[src/rtl/bus_arb_pkg.sv]
// Shared types and constants for the bus_arb shared-slave arbiter.
// State encoding and the read-latency counter width live here so every file agrees.
package bus_arb_pkg;

    typedef enum logic [1:0] {
        IDLE  = 2'd0,
        ISSUE = 2'd1,
        WAIT  = 2'd2,
        RESP  = 2'd3
    } state_t;

    localparam int LAT_MAX = 4;
    localparam int CNT_W   = $clog2(LAT_MAX + 1);

endpackage

[src/rtl/bus_arb_if.sv]
// Bundle of the per-master request/response lines and the single slave command port.
// 'master' and 'slave' are the two outside views; 'arb' is the arbiter's own view.
interface bus_arb_if #(
    parameter int N_MASTERS = 3,
    parameter int ADR_W     = 32,
    parameter int DATA_W    = 32
);
    localparam int WB = DATA_W / 8;

    logic [N_MASTERS-1:0]        m_valid;
    logic [N_MASTERS*ADR_W-1:0]  m_adr;
    logic [N_MASTERS*WB-1:0]     m_wren;
    logic [N_MASTERS*DATA_W-1:0] m_di;
    logic [N_MASTERS-1:0]        m_ready;
    logic [DATA_W-1:0]           m_do;

    logic                        s_op;
    logic [ADR_W-1:0]            s_adr;
    logic [WB-1:0]               s_wren;
    logic [DATA_W-1:0]           s_di;
    logic [DATA_W-1:0]           s_do;

    modport master (
        output m_valid, m_adr, m_wren, m_di,
        input  m_ready, m_do
    );

    modport slave (
        input  s_op, s_adr, s_wren, s_di,
        output s_do
    );

    modport arb (
        input  m_valid, m_adr, m_wren, m_di, s_do,
        output m_ready, m_do, s_op, s_adr, s_wren, s_di
    );

endinterface

[src/rtl/bus_arb_pick.sv]
// Combinational winner selection: lowest index first, or round-robin starting after ptr.
module arb_pick #(
    parameter int N     = 3,
    parameter int IDX_W = 2
) (
    input  logic [N-1:0]     req,
    input  logic [IDX_W-1:0] ptr,
    input  logic             rr_mode,
    output logic [IDX_W-1:0] winner,
    output logic             found
);

    logic [IDX_W-1:0] cand;

    // Walk the candidates in priority order and keep the first one requesting.
    always_comb begin
        winner = '0;
        found  = 1'b0;
        cand   = '0;
        for (int i = 0; i < N; i++) begin
            if (rr_mode) begin
                cand = IDX_W'((int'(ptr) + 1 + i) % N);
            end else begin
                cand = IDX_W'(i);
            end
            if (!found && req[cand]) begin
                found  = 1'b1;
                winner = cand;
            end
        end
    end

endmodule

[src/rtl/bus_arb.sv]
// N-master to single-slave arbiter: one transaction at a time, IDLE->ISSUE->WAIT->RESP.
// Define BUS_ARB_RR_EN for round-robin arbitration; otherwise fixed lowest-index priority.
module bus_arb
    import bus_arb_pkg::*;
#(
    parameter int N_MASTERS = 3,
    parameter int ADR_W     = 32,
    parameter int DATA_W    = 32,
    parameter int RD_LAT    = 1
) (
    input  logic                         clk,
    input  logic                         n_reset,
    input  logic                         en,
    bus_arb_if.arb                       bus,
    output logic                         busy,
    output logic [$clog2(N_MASTERS)-1:0] grant_idx
);

    localparam int WB    = DATA_W / 8;
    localparam int IDX_W = $clog2(N_MASTERS);

    state_t            state_q;
    state_t            state_d;
    logic [IDX_W-1:0]  grant_q;
    logic [IDX_W-1:0]  winner;
    logic [IDX_W-1:0]  ptr;
    logic              found;
    logic              rr_mode;
    logic              grant_now;
    logic              last_wait;
    logic [CNT_W-1:0]  cnt_q;
    logic [ADR_W-1:0]  adr_q;
    logic [WB-1:0]     wren_q;
    logic [DATA_W-1:0] di_q;
    logic [DATA_W-1:0] do_q;

`ifdef BUS_ARB_RR_EN
    logic [IDX_W-1:0] ptr_q;

    // Pointer remembers the last winner so the next search starts just after it.
    always_ff @(posedge clk or negedge n_reset) begin
        if (!n_reset) begin
            ptr_q <= IDX_W'(N_MASTERS - 1);
        end else if (grant_now) begin
            ptr_q <= winner;
        end
    end

    assign ptr     = ptr_q;
    assign rr_mode = 1'b1;
`else
    assign ptr     = '0;
    assign rr_mode = 1'b0;
`endif

    arb_pick #(
        .N     (N_MASTERS),
        .IDX_W (IDX_W)
    ) u_pick (
        .req     (bus.m_valid),
        .ptr     (ptr),
        .rr_mode (rr_mode),
        .winner  (winner),
        .found   (found)
    );

    assign grant_now = (state_q == IDLE) && en && found;
    assign last_wait = (state_q == WAIT) && (cnt_q == CNT_W'(RD_LAT));

    always_ff @(posedge clk or negedge n_reset) begin
        if (!n_reset) begin
            state_q <= IDLE;
            grant_q <= '0;
            cnt_q   <= '0;
            adr_q   <= '0;
            wren_q  <= '0;
            di_q    <= '0;
            do_q    <= '0;
        end else begin
            state_q <= state_d;
            // Command is copied at grant so the slave sees a stable value even if the master lets go.
            if (grant_now) begin
                grant_q <= winner;
                adr_q   <= bus.m_adr[int'(winner)*ADR_W +: ADR_W];
                wren_q  <= bus.m_wren[int'(winner)*WB +: WB];
                di_q    <= bus.m_di[int'(winner)*DATA_W +: DATA_W];
            end
            if (state_q == ISSUE) begin
                cnt_q <= CNT_W'(1);
            end else if ((state_q == WAIT) && !last_wait) begin
                cnt_q <= cnt_q + 1'b1;
            end
            if (last_wait) begin
                do_q <= bus.s_do;
            end
        end
    end

    always_comb begin
        state_d     = state_q;
        bus.s_op    = 1'b0;
        bus.s_adr   = '0;
        bus.s_wren  = '0;
        bus.s_di    = '0;
        bus.m_ready = '0;
        case (state_q)
            IDLE: begin
                if (grant_now) begin
                    state_d = ISSUE;
                end
            end
            ISSUE: begin
                bus.s_op   = 1'b1;
                bus.s_adr  = adr_q;
                bus.s_wren = wren_q;
                bus.s_di   = di_q;
                state_d    = WAIT;
            end
            WAIT: begin
                if (last_wait) begin
                    state_d = RESP;
                end
            end
            RESP: begin
                bus.m_ready[grant_q] = 1'b1;
                state_d              = IDLE;
            end
            default: begin
                state_d = IDLE;
            end
        endcase
    end

    assign bus.m_do  = do_q;
    assign busy      = (state_q != IDLE);
    assign grant_idx = grant_q;

endmodule
[src/flat_wrapper.sv]
// flat-port wrapper written by rule: the top's interface ports become plain ports
module bus_arb_flat import bus_arb_pkg::*;
#(
    parameter int N_MASTERS = 3,
    parameter int ADR_W     = 32,
    parameter int DATA_W    = 32,
    parameter int RD_LAT    = 1
)
  (clk, n_reset, en, busy, grant_idx, bus_m_valid, bus_m_adr, bus_m_wren, bus_m_di, bus_s_do, bus_m_ready, bus_m_do, bus_s_op, bus_s_adr, bus_s_wren, bus_s_di);
  bus_arb_if #(.N_MASTERS(N_MASTERS), .ADR_W(ADR_W), .DATA_W(DATA_W)) bus_i ();
  input  logic clk;
  input  logic n_reset;
  input  logic en;
  output logic busy;
  output logic [$clog2(N_MASTERS)-1:0] grant_idx;
  input wire logic [$bits(bus_i.m_valid)-1:0] bus_m_valid;
  input wire logic [$bits(bus_i.m_adr)-1:0] bus_m_adr;
  input wire logic [$bits(bus_i.m_wren)-1:0] bus_m_wren;
  input wire logic [$bits(bus_i.m_di)-1:0] bus_m_di;
  input wire logic [$bits(bus_i.s_do)-1:0] bus_s_do;
  output wire logic [$bits(bus_i.m_ready)-1:0] bus_m_ready;
  output wire logic [$bits(bus_i.m_do)-1:0] bus_m_do;
  output wire logic [$bits(bus_i.s_op)-1:0] bus_s_op;
  output wire logic [$bits(bus_i.s_adr)-1:0] bus_s_adr;
  output wire logic [$bits(bus_i.s_wren)-1:0] bus_s_wren;
  output wire logic [$bits(bus_i.s_di)-1:0] bus_s_di;
  assign bus_i.m_valid = bus_m_valid;
  assign bus_i.m_adr = bus_m_adr;
  assign bus_i.m_wren = bus_m_wren;
  assign bus_i.m_di = bus_m_di;
  assign bus_i.s_do = bus_s_do;
  assign bus_m_ready = bus_i.m_ready;
  assign bus_m_do = bus_i.m_do;
  assign bus_s_op = bus_i.s_op;
  assign bus_s_adr = bus_i.s_adr;
  assign bus_s_wren = bus_i.s_wren;
  assign bus_s_di = bus_i.s_di;
  bus_arb #(.N_MASTERS(N_MASTERS), .ADR_W(ADR_W), .DATA_W(DATA_W), .RD_LAT(RD_LAT)) u_core (.clk(clk), .n_reset(n_reset), .en(en), .bus(bus_i), .busy(busy), .grant_idx(grant_idx));
endmodule
[config.mk]
export PLATFORM = sky130hd
export DESIGN_NAME = bus_arb_flat
export DESIGN_NICKNAME = d
export VERILOG_FILES = /design/src/rtl/bus_arb_pkg.sv /design/src/rtl/bus_arb_if.sv /design/src/rtl/bus_arb_pick.sv /design/src/rtl/bus_arb.sv /design/src/flat_wrapper.sv
export SDC_FILE = /design/constraint.sdc
export NUM_CORES = 1
export LEC_CHECK = 0
export ABC_AREA = 0
export CELL_PAD_IN_SITES_DETAIL_PLACEMENT = 0
export CELL_PAD_IN_SITES_GLOBAL_PLACEMENT = 2
export CORE_MARGIN = 5
export CORE_UTILIZATION = 19
export DETAILED_ROUTE_END_ITERATION = 10
export GPL_TIMING_DRIVEN = 0
export PLACE_DENSITY = 0.75
export SLEW_MARGIN = 20
export SYNTH_ARGS = -nofsm -noshare
export SYNTH_HDL_FRONTEND = slang
export SYNTH_SLANG_ARGS = --single-unit
[constraint.sdc]
create_clock -name clk -period 1.6 [get_ports clk]
set_input_delay 0.32 -clock clk [delete_from_list [all_inputs] [get_ports clk]]
set_output_delay 0.32 -clock clk [all_outputs]
set_load 0.02 [all_outputs]
* Word level (Yosys, flattened, before mapping) *
Cells that the tools add are included.
W data, S select, Z words.

operators by class
  muxes and demuxes = 17
  reduce and logical (&&, ||, !) cells = 14
  equal/unequal tests = 6
  order comparisons = 2
  add/sub/neg operators = 1
  shifts and indexed selects = 3

operator list
  cell                   count
  $shiftx A96 B8 Y32     2
  $mux W32               2
  $shiftx A12 B5 Y4      1
  $mux W3                3
  $pmux W2 S4            1
  $logic_and A1 B1 Y1    7
  $mux W1                6
  $mux W2                3
  $eq A2 B2 Y1 const B   2
  $mux W4                1
  $ne A2 B1 Y1 const B   2
  $reduce_bool A2 Y1     2
  $add A3 B1 Y3 const B  1
  $eq A3 B1 Y1 const B   1
  $logic_not A1 Y1       3
  $lt A2 B3 Y1 const B   1
  $demux W1 S2           1
  $eq A2 B1 Y1 const B   1
  $ge A2 B1 Y1 const B   1
  $logic_not A2 Y1       1
  $reduce_and A2 Y1      1

word-level totals
  input port bits = 242
  output and inout bits = 107
  bits in registers = 107

* Logic depth before layout (Yosys ltp) *
  depth in word-level cells = 10
  mapped depth = 8
  depth with buffers taken out = 5

* Hierarchy *
A second synthesis with hierarchy kept.

unflattened totals
  cell total of the unflattened synthesis = 661
  area total of the unflattened synthesis = 6303.5 um2

modules (own cells, without submodules)
  module    area each (um2)  instances  cells an instance  seq. area each (um2)
  bus_arb   6067.1           1          631                2677.6
  arb_pick  236.5            1          30                 0.0

* Worst setup path after synthesis *
Ideal clock, no wire load.

  kind = reg-to-output
  from = register u_core.state_q[1]
  to = output bus_s_di[23]
  arrival time = 1.355 ns
  buffers on the path = 1
  cell stages (with the launch flop) = 5
  data required time = 1.280 ns
  setup slack = -0.075 ns
  cell sequence = dfrtp_1 > inv_1 > ha_1 > clkbuf_1 > and2_1

between the ends
  cells in the longest elaborated chain, start to end = 2

RTL lines
  what                    line                source
  start, declared         bus_arb.sv:22       state_t state_q;
  start signal, assigned  bus_arb.sv:80       state_q <= state_d;
  $eq A2 B1 Y1            bus_arb.sv:106      case (state_q)
  $mux W32                bus_arb.sv:106
  end, declared           flat_wrapper.sv:26  output wire logic [$bits(bus_i.s_di)-1:0] bus_s_di;

Every way passes these cells.

* Final worst setup path *
  from = register u_core.state_q[0]
  to = output bus_s_op

between the ends
  cells in the longest elaborated chain, start to end = 2

RTL lines
  what           line                source
  $eq A2 B1 Y1   bus_arb.sv:106
  $mux W1        bus_arb.sv:106
  end, declared  flat_wrapper.sv:23  output wire logic [$bits(bus_i.s_op)-1:0] bus_s_op;

Every way passes these cells.

==> flow_summary.toml <==
[run_status]
violations = "setup timing"
run_status = "finished, violations left"

[routing]
drt_first_pass_iters = 4
viasPerCell = 4.346
wire_per_inst_um = 20.26
drtIter0Drc = 192
vias = 6767
remaining_drc_errors = 0
final_antenna_net_count = 0
wl_um = 31550

[cells_and_area]
utilization = 0.3451
drive_gt1_frac = 0.2385
area_growth_syn_to_layout_pct = 80.66
ff_latch_area_um2 = 2678
fillers = 3577
multi_input_area_um2 = 3591
nNetsFinal = 1352
final_cell_mix = "clkdlybuf4s50_1 (238), a21oi_1 (117), dfrtp_1 (107), nand2_1 (71), buf_6 (69)"
stdcell_area_um2 = 11510
final_common_cell = "clkdlybuf4s50_1"

[power]
power.internal_uw = 10740
irDropWorstVdd_v = 0.0006289
clkPwrFrac = 0.130
switchingPower_uw = 6930
switching_share = 0.3921
p_comb_frac = 0.598
power.density_nw_per_um2 = 1535
seqPwrFrac = 0.272
p_leak_uw = 0.004937

[cts]
worstSkewPairLatency_ns = 0.36
cts.sinks = 107
cts_buffers = 9
clk_pin_slew_ns = 0.08
cts_tree = "yes"
clock_path_buffers = 2
cts_root_buf = "clkbuf_16"
cts_htree_levels = 3

[timing]
tightest_slew_ns = 0.6797
finalCritPeriodShare = 1.206
slew_headroom = 0.5469
setup_viol_count_final = 143
finalSetupTns_ns = -30.93
clock.fmax_ghz = 0.5181
rsz0062_at_grt = "true"
setup_ws_ns = -0.3301
report.final.slew_viol_count = 0
min_period_ns = 1.930
clock_skew_ns = 0.01016
whs_ns = 0.4680
final_hold_viol_count = 0

[floorplanning]
die_area_um2 = 37310
io_pins = 349
die_w_um = 193.2
core_um2 = 33360
die_y_um = 193.2
start_util = 0.1910
row_count = 67

[grt]
grt_max_degree = 56
grt_pass1_wl_um = 45530
antenna_found_initial = 3
grt_pass1_vias = 7194
grt_overflow = 0
grt.total_usage = 0.1631

[critical_path]
crit_path_frequent_cell = "buf_6"
critical_path.max_fanout = 5
crit_required_ns = 1.28
cp_slowest_cell = "dfrtp_1"
path_cells = "ha_4 -> buf_12 -> buf_4 -> buf_6 -> buf_6 -> buf_6"
cp.arrival_ns = 1.61
critPathLaunchType = "register"
endpoint_kind = "output pin"
critical_path_class = "reg -> out"
cpPeakStageDelay_ns = 0.43

[min_path]
holdCritPathClass = "in -> async"

[placement]
hpwl_um = 23700
place_area_um2 = 10440
pre_cts_slack_ns = -1.104
gp_congestion = 0.7940
io_buffer_count = 347

[yosys]
ys_seq_area_frac = 0.4201
syn_nets = 971
yosys_warnings = 0
ys_ff_latch = 107
netlist-cell-type-count = 38
syn_avg_cell_area_um2 = 8.828
syn_inst = 722
synth_area_um2 = 6374

[run]
maxCapViolCount = 0
==> final cells by class <==
class                      count  area share
tap                          448     0.04868
timing repair buffer         371      0.3335
buffer                        62     0.04640
sequential                   107      0.2325
clock inverter                 6    0.005433
inverter                       5    0.001630
multi-input combinational    547      0.3119
antenna                        2   0.0004346
clock buffer                   9     0.01956
==> repair_timing <==
action	CTS	global route
resized for setup	552	46
hold buffers	1	0
setup endpoints to repair	210	194
pin swaps	2	2
hold endpoints to repair	52	0
buffers inserted	11	5
gates cloned	3	3
==> stage by stage <==
| step | std cells | power, uW |
|---|---|---|
| after floorplan | 722 | 9297 |
| after global placement | 1517 | 13540 |
| after detailed placement | 1518 | 13670 |
| after CTS | 1547 | 17520 |
| after global routing | 1557 | 18870 |
| final | 1557 | 17670 |
==> state kept, by name (all words and copies together) (netlist names) <==
register	flops
u_core.adr_q	32
u_core.cnt_q	3
u_core.di_q	32
u_core.state_q	2
u_core.grant_idx	2
u_core.bus.m_do	32
u_core.wren_q	4
==> cells by family after synthesis <==
| group | Yosys count | share of synthesized area |
|---|---|---|
| fa+ha+maj | 7 | 0.01374 |
| simple gates | 288 | 0.2525 |
| buf+inv | 68 | 0.05458 |
| flops | 107 | 0.4201 |
| compound gates | 219 | 0.2008 |
| mux | 33 | 0.05830 |
==> worst max-delay path, delay by kind of cell, from the launching register on <==
kind | cells | cell delay [ns]
buf+inv | 5 | 0.61
flops | 1 | 0.43
fa+ha+maj | 1 | 0.21
==> synthesized netlist by cell type, drive strengths merged <==
cell     instances  share of area
nand2           72          0.042
mux2            33          0.058
a211oi           1         0.0012
and3b            1         0.0014
a21o            50          0.059
o211ai           1         0.0012
or2              1        0.00098
a21boi           1         0.0012
nand3b          50          0.059
ha               7          0.014
or3              1        0.00098
a21oi          120          0.094
o21ai           38          0.030
nor3b            1         0.0012
o311ai           1         0.0041
nor3             1        0.00078
o311a            1         0.0016
and2b            1         0.0012
nand2b          18          0.018
inv              5         0.0029
o21bai           1         0.0018
clkbuf          27          0.016
and2            68          0.067
dfrtp          107           0.42
nor2            53          0.031
nand4b           1         0.0014
o21ba            1         0.0016
a31oi            2         0.0020
nor4bb           1         0.0016
or3b            19          0.026
buf             36          0.036
o31ai            1         0.0020
o2bb2ai          1         0.0014
==> routing by layer <==
layer,GRT usage,share of wire,vias up
li1,-,-,3238
met2,0.2798,0.48,259
met1,0.2008,0.42,3238
met5,0,0.00041,-
met4,0.03949,0.016,2
met3,0.05005,0.083,30
==> final timing paths <==
kind,endpoint,slack (ns),from,cells after the start
max in group asynchronous,u_core.adr_q[21]$_DFFE_PN0P_,0.41,n_reset,3
max reg2reg,u_core.adr_q[10]$_DFFE_PN0P_,-0.23,u_core.state_q[0]$_DFFE_PN0P_,8
min in group clk,u_core.di_q[27]$_DFFE_PN0P_,0.48,u_core.di_q[27]$_DFFE_PN0P_,2
min,u_core.bus.m_do[12]$_DFFE_PN0P_,0.47,n_reset,2
min reg2reg,u_core.di_q[27]$_DFFE_PN0P_,0.48,u_core.di_q[27]$_DFFE_PN0P_,2
max,bus_s_op,-0.33,u_core.state_q[0]$_DFFE_PN0P_,6
==> power groups by stage <==
| stage | clock network, uW | logic (uW) | registers (uW) |
|---|---|---|---|
| finish | 2300 | 10600 | 4800 |
| global route | 2500 | 11400 | 4980 |
| CTS | 2430 | 10300 | 4810 |
| detailed placement | 0 | 8850 | 4820 |
| global placement | 0 | 8780 | 4760 |
| floorplan | 0 | 4120 | 5180 |
Note: power is estimated with default switching activity, not from simulation.
